===== src/rtl/seq_priority_encoder_if.sv =====
// Handshake bundle for seq_priority_encoder: vector-in channel, index-out channel and status.
// The slave side is the encoder; the master side is the producer/consumer pair around it.
interface seq_priority_encoder_if #(
  parameter int N = 4,
  parameter int W = 2
);
  logic         in_valid;
  logic         in_ready;
  logic [N-1:0] in_vec;
  logic         out_valid;
  logic         out_ready;
  logic [W-1:0] out_idx;
  logic         out_last;
  logic [W:0]   count;
  logic         zero_in;

  modport master (
    output in_valid, in_vec, out_ready,
    input  in_ready, out_valid, out_idx, out_last, count, zero_in
  );

  modport slave (
    input  in_valid, in_vec, out_ready,
    output in_ready, out_valid, out_idx, out_last, count, zero_in
  );
endinterface


===== src/rtl/seq_priority_encoder.sv =====
// Serializing priority encoder: captures a multi-hot vector and emits the index of
// each set bit, lowest first, one per accepted output beat.
module seq_priority_encoder #(
  parameter int N = 4,
  parameter int W = 2
) (
  input  logic                  clk,
  input  logic                  rst,
  seq_priority_encoder_if.slave bus
);

  typedef enum logic [0:0] {
    IDLE  = 1'b0,
    DRAIN = 1'b1
  } state_t;

  localparam logic [N-1:0] ONE_VEC = {{(N-1){1'b0}}, 1'b1};
  localparam logic [W:0]   ONE_CNT = {{W{1'b0}}, 1'b1};

  state_t       state_r;
  logic [N-1:0] pending_r;
  logic         in_ready_r;
  logic         out_valid_r;
  logic [W-1:0] out_idx_r;
  logic         out_last_r;
  logic [W:0]   count_r;
  logic         zero_in_r;

  logic         accept_s;
  logic         beat_s;
  logic [N-1:0] bit_s;
  logic [N-1:0] pending_clr_s;

  function automatic logic [W:0] popcount_f(input logic [N-1:0] v);
    logic [W:0] c;
    c = {(W+1){1'b0}};
    for (int i = 0; i < N; i++) begin
      c = c + {{W{1'b0}}, v[i]};
    end
    return c;
  endfunction

  // Scan from the top down so the last hit is the lowest set bit.
  function automatic logic [W-1:0] lowest_f(input logic [N-1:0] v);
    logic [W-1:0] idx;
    idx = {W{1'b0}};
    for (int i = N - 1; i >= 0; i--) begin
      if (v[i]) begin
        idx = W'(i);
      end else begin
        idx = idx;
      end
    end
    return idx;
  endfunction

  // Handshake qualifiers and the pending vector with the current beat's bit removed.
  always_comb begin
    accept_s      = bus.in_valid && in_ready_r;
    beat_s        = out_valid_r && bus.out_ready;
    bit_s         = ONE_VEC << out_idx_r;
    pending_clr_s = pending_r & ~bit_s;
  end

  // Capture/drain state machine with all outputs registered.
  always_ff @(posedge clk) begin
    if (rst) begin
      state_r     <= IDLE;
      pending_r   <= {N{1'b0}};
      in_ready_r  <= 1'b1;
      out_valid_r <= 1'b0;
      out_idx_r   <= {W{1'b0}};
      out_last_r  <= 1'b0;
      count_r     <= {(W+1){1'b0}};
      zero_in_r   <= 1'b0;
    end else begin
      zero_in_r <= 1'b0;
      case (state_r)
        IDLE: begin
          if (accept_s) begin
            count_r <= popcount_f(bus.in_vec);
            if (bus.in_vec != {N{1'b0}}) begin
              state_r     <= DRAIN;
              pending_r   <= bus.in_vec;
              in_ready_r  <= 1'b0;
              out_valid_r <= 1'b1;
              out_idx_r   <= lowest_f(bus.in_vec);
              out_last_r  <= (popcount_f(bus.in_vec) == ONE_CNT);
            end else begin
              zero_in_r <= 1'b1;
            end
          end else begin
            state_r <= IDLE;
          end
        end
        DRAIN: begin
          if (beat_s && out_last_r) begin
            state_r     <= IDLE;
            pending_r   <= {N{1'b0}};
            in_ready_r  <= 1'b1;
            out_valid_r <= 1'b0;
            out_idx_r   <= {W{1'b0}};
            out_last_r  <= 1'b0;
          end else if (beat_s) begin
            pending_r  <= pending_clr_s;
            out_idx_r  <= lowest_f(pending_clr_s);
            out_last_r <= (popcount_f(pending_clr_s) == ONE_CNT);
          end else begin
            state_r <= DRAIN;
          end
        end
        default: begin
          state_r     <= IDLE;
          pending_r   <= {N{1'b0}};
          in_ready_r  <= 1'b1;
          out_valid_r <= 1'b0;
          out_idx_r   <= {W{1'b0}};
          out_last_r  <= 1'b0;
        end
      endcase
    end
  end

  assign bus.in_ready  = in_ready_r;
  assign bus.out_valid = out_valid_r;
  assign bus.out_idx   = out_idx_r;
  assign bus.out_last  = out_last_r;
  assign bus.count     = count_r;
  assign bus.zero_in   = zero_in_r;

endmodule


===== src/flat_wrapper.sv =====
// flat-port wrapper written by rule: the top's interface ports become plain ports
module seq_priority_encoder_flat 
#(
  parameter int N = 4,
  parameter int W = 2
)
  (clk, rst, bus_in_valid, bus_in_vec, bus_out_ready, bus_in_ready, bus_out_valid, bus_out_idx, bus_out_last, bus_count, bus_zero_in);
  seq_priority_encoder_if #(.N(N), .W(W)) bus_i ();
  input  logic clk;
  input  logic rst;
  input wire logic [$bits(bus_i.in_valid)-1:0] bus_in_valid;
  input wire logic [$bits(bus_i.in_vec)-1:0] bus_in_vec;
  input wire logic [$bits(bus_i.out_ready)-1:0] bus_out_ready;
  output wire logic [$bits(bus_i.in_ready)-1:0] bus_in_ready;
  output wire logic [$bits(bus_i.out_valid)-1:0] bus_out_valid;
  output wire logic [$bits(bus_i.out_idx)-1:0] bus_out_idx;
  output wire logic [$bits(bus_i.out_last)-1:0] bus_out_last;
  output wire logic [$bits(bus_i.count)-1:0] bus_count;
  output wire logic [$bits(bus_i.zero_in)-1:0] bus_zero_in;
  assign bus_i.in_valid = bus_in_valid;
  assign bus_i.in_vec = bus_in_vec;
  assign bus_i.out_ready = bus_out_ready;
  assign bus_in_ready = bus_i.in_ready;
  assign bus_out_valid = bus_i.out_valid;
  assign bus_out_idx = bus_i.out_idx;
  assign bus_out_last = bus_i.out_last;
  assign bus_count = bus_i.count;
  assign bus_zero_in = bus_i.zero_in;
  seq_priority_encoder #(.N(N), .W(W)) u_core (.clk(clk), .rst(rst), .bus(bus_i));
endmodule

===== config.mk =====
export PLATFORM = sky130hd
export DESIGN_NAME = seq_priority_encoder_flat
export DESIGN_NICKNAME = d
export VERILOG_FILES = /design/src/rtl/seq_priority_encoder_if.sv /design/src/rtl/seq_priority_encoder.sv /design/src/flat_wrapper.sv
export SDC_FILE = /design/constraint.sdc
export NUM_CORES = 1
export LEC_CHECK = 0
export CAP_MARGIN = 20
export CORE_MARGIN = 3
export CORE_UTILIZATION = 35
export DETAILED_ROUTE_END_ITERATION = 6
export GPL_ROUTABILITY_DRIVEN = 0
export GPL_TIMING_DRIVEN = 0
export HOLD_SLACK_MARGIN = 0.06
export SLEW_MARGIN = 20
export SYNTH_ARGS = -nofsm -noshare
export SYNTH_HDL_FRONTEND = slang
export SYNTH_SLANG_ARGS = --single-unit

===== constraint.sdc =====
create_clock -name clk -period 2.3 [get_ports clk]
set_input_delay 0.46 -clock clk [delete_from_list [all_inputs] [get_ports clk]]
set_output_delay 0.46 -clock clk [all_outputs]
set_load 0.01 [all_outputs]

* After elaboration in Yosys (flattened, before gate mapping)
Cells that the tools add are included.
Widths: inputs -> output; s select.
** Cells by class
- Bitwise operators :: 4
- Muxes and demuxes :: 36
- Add/subtract/negate cells :: 6
- Reduce and logical (&&, ||, !) cells :: 8
- Shift operators :: 1
- Eq/ne operators :: 6
** Operator list (number)
- $mux 2 :: 12
- $mux 4 :: 4
- $mux 1 :: 14
- $add 3x1->3 :: 4
- $pmux 1 s2 :: 4
- $pmux 4 s2 :: 1
- $eq 3x1->1 const B :: 2
- $reduce_and 3->1 :: 2
- $add 1x1->2 :: 2
- $and 4x4->4 :: 1
- $ne 2x1->1 const B :: 2
- $not 4->4 :: 1
- $pmux 2 s2 :: 1
- $reduce_bool 4->1 :: 1
- $shl 1x2->4 const A :: 1
- $logic_and 1x1->1 :: 3
- $ne 3x3->1 const B :: 1
- $reduce_or 3->1 :: 1
- $ne 2x2->1 const B :: 1
- $not 1->1 :: 2
- $reduce_and 2->1 :: 1
** Storage, ports and cells
- Flip-flop bits (word level) :: 14

* Longest topological paths before layout
- Depth in word-level cells :: 10
- Gate-level depth with buffers :: 10
- Depth with buffers taken out :: 10

* Worst setup path after synthesis
No wires, ideal clock.
- Path type :: reg-to-reg
- From :: register u_core.out_idx_r[1] (netlist: u_core.bus.out_idx[1])
- To :: register u_core.out_last_r (netlist: u_core.bus.out_last)
- Stages on the path, launching flop included :: 11
- Library setup time :: 0.059 ns
- Required time :: 2.241 ns
- Path buffers :: 0
- Arrival time :: 2.126 ns
- Period minus slack after synthesis :: 2.185 ns
- Slack :: 0.115 ns
- Cells stage by stage :: dfxtp_1 -> nand2b_1 -> nand2_1 -> inv_1 -> ha_1 -> inv_1 -> fa_1 -> inv_1 -> ha_1 -> o41ai_1 -> o221a_2
** On the way
- Word-level cells in the longest chain between the ends :: 10
** RTL lines
- from (decl) :: line seq_priority_encoder.sv:24 : logic [W-1:0] out_idx_r;
- from (signal assigned) :: line seq_priority_encoder.sv:72 : out_idx_r <= {W{1'b0}};
- from (signal assigned) :: line seq_priority_encoder.sv:87 : out_idx_r <= lowest_f(bus.in_vec);
- from (signal assigned) :: line seq_priority_encoder.sv:102 : out_idx_r <= {W{1'b0}};
- $shl 1x2->4 (*) :: line seq_priority_encoder.sv:61 : bit_s = ONE_VEC << out_idx_r;
- $not 4->4 (*) :: line seq_priority_encoder.sv:62 : pending_clr_s = pending_r & ~bit_s;
- $and 4x4->4 (*) :: line seq_priority_encoder.sv:62
- $add 1x1->2 :: line seq_priority_encoder.sv:38 : c = c + {{W{1'b0}}, v[i]};
- $add 3x1->3 :: line seq_priority_encoder.sv:38
- $add 3x1->3 (*) :: line seq_priority_encoder.sv:38
- $eq 3x1->1 (*) :: line seq_priority_encoder.sv:107 : out_last_r <= (popcount_f(pending_clr_s) == ONE_CNT);
- $mux 1 (*) :: line seq_priority_encoder.sv:104 : end else if (beat_s) begin
- $mux 1 (*) :: line seq_priority_encoder.sv:97 : if (beat_s && out_last_r) begin
- $pmux 1 s2 (*) :: line seq_priority_encoder.sv:78 : case (state_r)
- to (signal assigned) :: line seq_priority_encoder.sv:88 : out_last_r <= (popcount_f(bus.in_vec) == ONE_CNT);
- to (signal assigned) :: line seq_priority_encoder.sv:107
- to (decl) :: line seq_priority_encoder.sv:25 : logic out_last_r;
Every way passes the cells marked *; elsewhere a longest branch is shown, timed or not. The select of a mux whose other input is x is not followed.
A chain may end at the register's enable or synchronous reset.

* Worst setup path in the final report
- From :: input bus_in_vec[0]
- To :: register u_core.out_last_r (netlist: u_core.bus.out_last)
** On the way
- Word-level cells in the longest chain between the ends :: 7
- Elaborated cells between the ends (all ways) :: 10
- Classes of those cells :: add/sub: 3; eq/ne: 2; mux: 3; reduce/logical: 2
** RTL lines
- from (decl) :: line flat_wrapper.sv:12 : input wire logic [$bits(bus_i.in_vec)-1:0] bus_in_vec;
- $add 1x1->2 :: line seq_priority_encoder.sv:38
- $add 3x1->3 (2 in a row) :: line seq_priority_encoder.sv:38
- $eq 3x1->1 :: line seq_priority_encoder.sv:88
- $mux 1 :: line seq_priority_encoder.sv:82 : if (bus.in_vec != {N{1'b0}}) begin
- $mux 1 :: line seq_priority_encoder.sv:80 : if (accept_s) begin
- $pmux 1 s2 :: line seq_priority_encoder.sv:78
Several ways; a longest one is shown, not always the timed one. The select of a mux whose other input is x is not followed.

==> impl_metrics.tcl <==
set metrics [dict create \
    wire_per_inst_microns 13.1 \
    place_area_sq_um 1000 \
    hpwlAfterDp_microns 1400 \
    cts-hold-fix-buffers 0 \
    status "completed" \
    report.final.setup_viol 0 \
    grt_pass1_wl_microns 3230 \
    synth_seq_cells 14 \
    worstPathArrival_ns 2.43 \
    post-place-cells 135 \
    whs_ns 0.456 \
    multi_input_area_sq_um 489 \
    slew_violations 0 \
    postRouteAntennaNets 0 \
    path_class "in2reg" \
    internal_power_uw 462 \
    crit_path_max_fanout 3 \
    antenna_found_initial 0 \
    p_clk_share_pct 26.6 \
    ff_latch_area_sq_um 288 \
    synth_area_sq_um 807 \
    post-route-util_pct 51.8 \
    cts.sinks 14 \
    ios 17 \
    seqPwrFrac_pct 44.2 \
    grt_pass1_vias 712 \
    coreArea_sq_um 2060 \
    die_h_microns 54.0 \
    cap_viol_max_count 0 \
    worst_ep_required_time_ns 2.53 \
    synth_nets 107 \
    cp-start-kind "input port" \
    diodes 0 \
    layout_min_cycle_time_ns 2.20 \
    cts_tree "done" \
    p_comb_share_pct 29.2 \
    finalCritPeriodShare_pct 95.6 \
    avgSynthCellArea_sq_um 8.77 \
    wl_microns 1830 \
    dr.pass1.iters 4 \
    instances_no_fill 140 \
    clk_pin_slew_ns 0.08 \
    nets 129 \
    clock_latency_ns 0.28 \
    drive_gt1_share_pct 13.3 \
    clockBufferDepth 2 \
    p_total_uw 664 \
    peakVddDrop_mv 0.363 \
    synthCells 92 \
    fillCellCount 211 \
    tightest_slew_ns 0.463 \
    grt-ovfl-total 0 \
    cp-end-kind "flop" \
    p_per_area_nw_per_um2 621 \
    ys_warn_count 0 \
    max_freq_mhz 455 \
    grt_use_total_pct 15.3 \
    finClkSkew_ns 0.000653 \
    synth.distinct_cells 36 \
    start_util_pct 39.1 \
    viasPerCell 5.31 \
    root_buffer "clkbuf_4" \
    power_leakage_uw 0.000467 \
    power_switching_share_pct 30.3 \
    dieArea_sq_um 2920 \
    dieWidth_microns 54.0 \
    hold_path_class "reg2reg" \
    io_buffers 16 \
    htreeDepth 1 \
    slew-limit-headroom_pct 69.1 \
    ys_seq_area_share_pct 34.7 \
    num_vias 743 \
    stdcell_area_sq_um 1070 \
    grt_max_degree 11 \
    area_growth_pct 32.4 \
    remaining_drc_errors 0 \
    timing.final.hold_violations 0 \
    cts_buffers 3 \
    p_sw_uw 201 \
    drt_iter0_drc 9 \
    rows 16 \
]
worst paths after layout:
| check | to | from | slack, ns | cells past startpoint |
|---|---|---|---|---|
| hold / removal | u_core.bus.count[2] | u_core.bus.count[2] | 0.46 | 2 |
| setup reg to reg | u_core.bus.out_last | u_core.bus.out_idx[1] | 0.13 | 10 |
| hold reg to reg | u_core.bus.count[2] | u_core.bus.count[2] | 0.46 | 2 |
| setup / recovery | u_core.bus.out_last | bus_in_vec[0] | 0.10 | 9 |
power groups by stage:
stage	combinational (uW)	sequential (uW)	clock (uW)
after floorplan	108	299	0
after global routing	219	298	196
after CTS	185	294	185
after detailed placement	182	298	0
final	194	294	177
after global placement	181	297	0
through the flow:
stage	setup TNS (ns)	worst slack, ns
global placement	-0.695	-0.386
detailed placement	-0.696	-0.398
CTS	0	0.00373
global route	-0.00193	-0.00193
finish	0	0.101
floorplan	0	0.115
registers in the layout, summed over array words and instances, names as in the netlist:
register / cells
u_core.state_r: 1
u_core.bus.in_ready: 1
u_core.bus.count: 3
u_core.bus.zero_in: 1
u_core.bus.out_valid: 1
u_core.bus.out_last: 1
u_core.pending_r: 4
u_core.bus.out_idx: 2
synth_stat cells:
cell | count | area share (%)
buf_4 | 1 | 0.93
or4b_1 | 1 | 1.2
and3b_1 | 1 | 1.1
nor2b_1 | 1 | 0.78
nand3_1 | 2 | 1.2
nand2_1 | 15 | 7.0
nor4_1 | 1 | 0.78
o221a_2 | 1 | 1.4
o211ai_1 | 1 | 0.93
fa_1 | 2 | 5.0
dfxtp_1 | 14 | 35
o41ai_1 | 1 | 1.1
a311oi_1 | 1 | 1.1
nor3b_1 | 2 | 1.9
a221o_1 | 1 | 1.2
a311oi_2 | 1 | 1.9
ha_1 | 5 | 7.8
clkbuf_1 | 1 | 0.46
o221ai_1 | 3 | 3.3
o21a_1 | 1 | 0.93
nor2_1 | 4 | 1.9
and3_1 | 1 | 0.78
a21oi_1 | 5 | 3.1
inv_1 | 10 | 4.7
nand3b_1 | 1 | 0.93
mux2i_1 | 1 | 1.2
o211a_1 | 3 | 3.7
a211oi_1 | 1 | 0.93
a41o_1 | 1 | 1.2
nand2b_1 | 1 | 0.78
a211o_2 | 1 | 1.2
o21ai_0 | 3 | 1.9
o21bai_1 | 1 | 0.93
nor3_1 | 1 | 0.62
or2b_1 | 1 | 0.93
buf_2 | 1 | 0.62
kinds of logic after synthesis:
family          Yosys count  share of synthesized area (%)
flops                    14                           34.7
mux                       1                           1.24
fa+ha+maj                 7                           12.7
buf+inv                  13                           6.67
compound gates           25                           24.8
simple gates             32                           19.8
final cells by class:
cell class,instances,share of cell area [%]
multi-input combinational,65,45.8
sequential,14,26.9
timing repair buffer,17,15.7
inverter,10,3.51
clock buffer,4,3.40
tap,27,3.16
buffer,3,1.52
repair_timing:
item | in CTS | in global routing
endpoints found under the hold margin | 0 | 0
setup buffers | 0 | 1
gates cloned | 0 | 0
setup endpoints to repair | 1 | 1
pin swaps | 1 | 3
resized for setup | 3 | 4
cells in the final DEF (no fill, tap or decap), types with 2 or more instances in the layout:
cell type | netlist | routed
dfxtp_1 | 14 | 12
clkbuf_4 | 0 | 3
clkdlybuf4s50_1 | 0 | 16
o211a_1 | 3 | 3
buf_4 | 1 | 2
nand3_1 | 2 | 2
a21oi_1 | 5 | 5
o221ai_1 | 3 | 3
ha_1 | 5 | 5
inv_1 | 10 | 10
fa_1 | 2 | 2
nor2_1 | 4 | 4
nand2_1 | 15 | 14
o21ai_0 | 3 | 3
nor3b_1 | 2 | 2
dfxtp_4 | 0 | 2
per-layer routing:
metal	routed length [microns]	global-route usage, %	vias up
met5	0	0	-
met4	10	3.73	0
met3	82	5.82	2
met2	794	22.4	14
met1	946	21.2	349
li1	-	-	378
critical path: stages:
cell             delay [ns]
clkdlybuf4s50_1        0.52
inv_1                  0.08
ha_1                   0.27
inv_1                  0.04
fa_1                   0.35
inv_1                  0.06
ha_1                   0.24
nor4_2                 0.18
o221a_2                0.22
Power figures use the tool's default switching activity.
